==> src/rtl/sw_debounce.sv <==
// sw_debounce
// Per-bit two-flop synchroniser followed by a counting debounce filter for
// mechanical board inputs (joystick, DIP and select switches). The filtered
// levels and their single-cycle edge events feed the GPIO input vector.
//
// Ports
//   clk_i      system clock
//   rst_ni     asynchronous active-low reset
//   in_i       raw asynchronous switch levels, 1 = switch on
//   bypass_i   1 = skip the filter, output follows the synchroniser
//   out_o      debounced level
//   rise_o     one-cycle pulse on out_o 0->1, per bit
//   fall_o     one-cycle pulse on out_o 1->0, per bit
//   changed_o  OR of all rise_o/fall_o bits
module sw_debounce #(
  parameter int unsigned       Width          = 16,
  parameter int unsigned       DebounceCycles = 200000,
  parameter logic [Width-1:0]  ResetValue     = '0
) (
  input  logic             clk_i,
  input  logic             rst_ni,
  input  logic [Width-1:0] in_i,
  input  logic             bypass_i,
  output logic [Width-1:0] out_o,
  output logic [Width-1:0] rise_o,
  output logic [Width-1:0] fall_o,
  output logic             changed_o
);

  localparam int unsigned CntW = $clog2(DebounceCycles + 1);
  localparam logic [CntW-1:0] CntTc = CntW'(DebounceCycles - 1);

  logic [Width-1:0] r_s1;
  logic [Width-1:0] r_s2;
  logic [Width-1:0] r_out;
  logic [Width-1:0] r_rise;
  logic [Width-1:0] r_fall;
  logic             r_changed;
  logic [CntW-1:0]  r_cnt [Width];

  logic [Width-1:0] w_out_nxt;
  logic [Width-1:0] w_rise_nxt;
  logic [Width-1:0] w_fall_nxt;
  logic [CntW-1:0]  w_cnt_nxt [Width];

  // A bit's count runs only while s2 disagrees with the output; any
  // agreeing cycle clears it, so only an unbroken run reaches terminal count.
  // Bypass takes the new level immediately and keeps the count at zero, so
  // leaving bypass always starts a fresh run.
  always_comb begin
    w_out_nxt = r_out;
    for (int i = 0; i < Width; i++) begin
      w_cnt_nxt[i] = '0;
      if (r_s2[i] != r_out[i]) begin
        if (bypass_i || (r_cnt[i] == CntTc)) begin
          w_out_nxt[i] = r_s2[i];
        end else begin
          w_cnt_nxt[i] = r_cnt[i] + CntW'(1);
        end
      end
    end
    w_rise_nxt = w_out_nxt & ~r_out;
    w_fall_nxt = ~w_out_nxt & r_out;
  end

  always_ff @(posedge clk_i or negedge rst_ni) begin
    if (!rst_ni) begin
      r_s1      <= ResetValue;
      r_s2      <= ResetValue;
      r_out     <= ResetValue;
      r_rise    <= '0;
      r_fall    <= '0;
      r_changed <= 1'b0;
      for (int i = 0; i < Width; i++) begin
        r_cnt[i] <= '0;
      end
    end else begin
      r_s1      <= in_i;
      r_s2      <= r_s1;
      r_out     <= w_out_nxt;
      r_rise    <= w_rise_nxt;
      r_fall    <= w_fall_nxt;
      r_changed <= |(w_rise_nxt | w_fall_nxt);
      for (int i = 0; i < Width; i++) begin
        r_cnt[i] <= w_cnt_nxt[i];
      end
    end
  end

  assign out_o     = r_out;
  assign rise_o    = r_rise;
  assign fall_o    = r_fall;
  assign changed_o = r_changed;

endmodule
==> config.mk <==
export PLATFORM = sky130hd
export DESIGN_NAME = sw_debounce
export DESIGN_NICKNAME = d
export VERILOG_FILES = /design/src/rtl/sw_debounce.sv
export SDC_FILE = /design/constraint.sdc
export NUM_CORES = 1
export LEC_CHECK = 0
export BUFFER_PORTS_ARGS = -buffer_cell sky130_fd_sc_hd__buf_2
export CELL_PAD_IN_SITES_DETAIL_PLACEMENT = 0
export CELL_PAD_IN_SITES_GLOBAL_PLACEMENT = 1
export CORE_UTILIZATION = 25
export CTS_BUF_LIST = sky130_fd_sc_hd__clkbuf_4
export CTS_CLUSTER_DIAMETER = 120
export DETAILED_ROUTE_END_ITERATION = 10
export PLACE_DENSITY = 0.53
export SYNTH_ARGS = -nofsm -noshare
export SYNTH_HDL_FRONTEND = slang
export SYNTH_SLANG_ARGS = --single-unit
==> constraint.sdc <==
create_clock -name clk_i -period 2.74 [get_ports clk_i]
set_clock_uncertainty 0.05 [all_clocks]
set_input_delay 0.274 -clock clk_i [delete_from_list [all_inputs] [get_ports clk_i]]
set_output_delay 0.274 -clock clk_i [all_outputs]
set_load 0.02 [all_outputs]
==> results_dict.tcl <==
set metrics [dict create \
    via_per_inst 4.41 \
    fin_crit_sh_pct 102 \
    track_usage_pct 12.0 \
    worstSetupPathType "reg2reg" \
    cts_tree "yes" \
    fin_area_sq_mm 0.0221 \
    cp_cell_sequence "ha_1, and4_1, and2_1, a31oi_2, mux2_2, ha_1, nand4_1, or4_1" \
    min_from "r_s1[3]$_DFF_PN0_" \
    worst_slew_pin_slew_ns 0.836 \
    yosys.area.top_type "dfrtp_1" \
    seqCellArea_sq_mm 0.00923 \
    async_flop_share_pct 100 \
    synthDistinctLibCells 58 \
    p_leak_nw 9.49 \
    fmax_ghz 0.358 \
    first_global_vias 13600 \
    first_pass_iters 5 \
    synthCells 1673 \
    syn_nets 1740 \
    core-area_sq_mm 0.0687 \
    wl_um 41200 \
    slew_headroom_pct 44.1 \
    cts_max_path_buffers 3 \
    dieArea_sq_mm 0.0706 \
    fillers 7196 \
    yosys-top-cells-area "dfrtp_1 (53%), xor2_1 (5.3%), nor2_1 (5.1%), xnor2_1 (5.0%), ha_1 (3.5%)" \
    r2r-start "r_cnt[108]$_DFF_PN0_" \
    hpwl_um 27900 \
    htreeDepth 3 \
    cp.arrival_ns 3.45 \
    vdd_drop_max_mv 0.221 \
    ios 68 \
    ys_warn_count 0 \
    status "finished, violations left" \
    die_width_um 266 \
    clock-sinks 369 \
    crit_required_ns 3.39 \
    cts_buffers 106 \
    multi_input_area_sq_mm 0.00773 \
    setup_violations 1 \
    violations "negative setup slack" \
    synth_top_area_share_pct 53.1 \
    root_buffer "clkbuf_4" \
    synth-edff-count 0 \
    drc 0 \
    fin_ws_ns -0.0549 \
    fin_hold_ws_ns 0.295 \
    tns_ns -0.0549 \
    seq_area_frac_synth_pct 53.1 \
    powerDensity_mw_per_mm2 534 \
    grt_start_max_net_pins 66 \
    antenna_found_initial 2 \
    wl_per_cell_um 13.5 \
    worstHoldPathType "reg2reg" \
    drt-initial-drc-count 550 \
    vias 13500 \
    rsz0062_at_grt "true" \
    path_clk_slew_ns 0.06 \
    synth_flop_cell "dfrtp_1" \
    ys_ff_latch 369 \
    cp_slowest_cell "or4_1" \
    gp_congestion 0.750 \
    final_hold_viol_count 0 \
    drive_gt1_share_pct 23.0 \
    placement_rows 96 \
    placed_cell_area_sq_mm 0.0203 \
    min_period_ns 2.79 \
    endpoint_kind "flop" \
    layout.nets 2110 \
    critPathMostFrequentCell "ha_1" \
    synthToLayoutAreaGrowth_pct 26.9 \
    finalMaxSlewViolations 0 \
    ant_nets 0 \
    cpPeakStageDelay_ns 0.47 \
    port_buffers 67 \
    grt_pass1_wl_um 69000 \
    cp_max_fo 3 \
    clkLatencyLatePin_ns 0.84 \
    initial_core_util_pct 25.3 \
    die_h_um 266 \
    grt-ovfl-total 0 \
    critical_path.startpoint "r_cnt[108]$_DFF_PN0_" \
    syn_area_per_cell_sq_um 10.4 \
    cp-start-kind "flop" \
    netlist_area_sq_mm 0.0174 \
    cap_viol_max_count 0 \
]
path summary, 6_finish.rpt:
path / slack, ns / cells after the start / endpoint
setup / recovery: -0.05 / 8 / changed_o$_DFF_PN0_
hold / removal: 0.29 / 0 / r_s2[3]$_DFF_PN0_
setup reg to reg: -0.05 / 8 / changed_o$_DFF_PN0_
hold reg to reg: 0.29 / 0 / r_s2[3]$_DFF_PN0_
max in group asynchronous: 1.63 / 4 / out_o[15]$_DFF_PN0_
min in group asynchronous: 0.65 / 4 / r_cnt[86]$_DFF_PN0_
synthesized netlist by cell type, types with 16 or more instances:
cell      number
clkbuf_1      16
o21ai_0       46
nand3_1       99
nand4_1       83
dfrtp_1      369
nand2_1       85
and3_1        28
buf_2         29
mux2i_1       16
or3_1         44
ha_1          48
xnor2_1      100
and4_1        33
xor2_1       106
nor2_1       238
nor4_1        34
a21oi_1       71
inv_1         58
or4_1         24
nor3_1        32
metal layers:
layer | vias to the layer above | GRT usage [%] | part of all wire [%]
li1 | 6702 | - | -
met1 | 6513 | 15.5 | 47
met2 | 185 | 19.1 | 47
met3 | 83 | 2.58 | 3.8
met4 | 0 | 5.45 | 2.8
met5 | - | 0 | 0
cell families (layout without fill, tap and decap cells):
kind of cell | Yosys count | count (layout) | synth area share [%]
AND/OR/NAND/NOR | 748 | 748 | 22.7
flip-flops | 369 | 369 | 53.1
XOR/XNOR | 206 | 206 | 10.4
AO/OA/AOI/OAI | 160 | 160 | 5.66
buffers and inverters | 110 | 560 | 2.76
adder cells (fa/ha/maj) | 48 | 48 | 3.45
multiplexers | 32 | 32 | 1.96
other | 0 | 1 | 0
area by class of cell:
type / instances / area share (%)
Sequential cell: 369 / 41.8
Multi-Input combinational cell: 1194 / 35.0
Timing Repair Buffer: 314 / 10.7
Tap cell: 931 / 5.28
Clock buffer: 151 / 5.14
Inverter: 58 / 0.987
Clock inverter: 37 / 0.975
Antenna cell: 1 / 0.0113
critical path: cells and delay by family, from the launching register on:
| family | cells | cell delay (ns) |
|---|---|---|
| AOI/OAI and AO/OA | 1 | 0.20 |
| adders and majority gates | 2 | 0.53 |
| DFF | 1 | 0.38 |
| muxes | 1 | 0.38 |
| and+or+nand+nor | 4 | 1.10 |
metrics by stage:
step / total power, mW / util [%] / setup slack (ns) / std cells
4_1_cts: 12.1 / 32.1 / -0.123 / 3054
5_1_grt: 12.5 / 32.1 / -0.180 / 3055
6_report: 11.8 / 32.1 / -0.0549 / 3055
2_1_floorplan: 6.21 / - / 0.0444 / 1673
3_5_place_dp: 6.70 / 29.5 / -0.300 / 2829
3_3_place_gp: 6.69 / 29.5 / -0.307 / 2829
sequential cells by signal, summed over array words and instances (netlist names):
signal     cells
r_cnt        288
fall_o        16
r_s2          16
rise_o        16
out_o         16
changed_o      1
r_s1          16
power by group:
part	switching [mW]	leakage (nW)	internal, mW
Clock	2.45	0.784	2.72
Combinational	0.583	3.72	0.334
Sequential	0.112	4.99	5.59
Total	3.15	9.49	8.64
cell usage in the layout (no fill, tap or decap), types with 3 or more instances in the layout:
cell type and instances:
inv_1 58, a31o_2 5, ha_1 47, and3_1 28
a21oi_1 71, buf_12 5, nand2_1 85, nor3_1 32
and2_1 12, buf_4 206, or4b_1 3, mux2i_1 16
or4_1 24, clkinv_1 28, nor2b_1 4, or3_1 44
o21ai_0 46, clkbuf_4 151, nand3_1 99, or4_4 7
and4_1 33, dlygate4sd3_1 35, buf_2 66, nor2_1 238
clkinvlp_4 3, xor2_1 106, o31ai_1 14, nand4_1 83
a211o_1 6, nor4_1 32, dfrtp_1 369, mux2_2 15
xnor2_1 100
timing repair:
item	4_1_cts	5_1_grt
resized for setup	5	2
setup endpoints to repair	1	1
hold buffers	36	0
hold endpoints to repair	387	0
buffers inserted	1	0
pin swaps	5	1
Note: power is estimated with default switching activity, not from simulation.
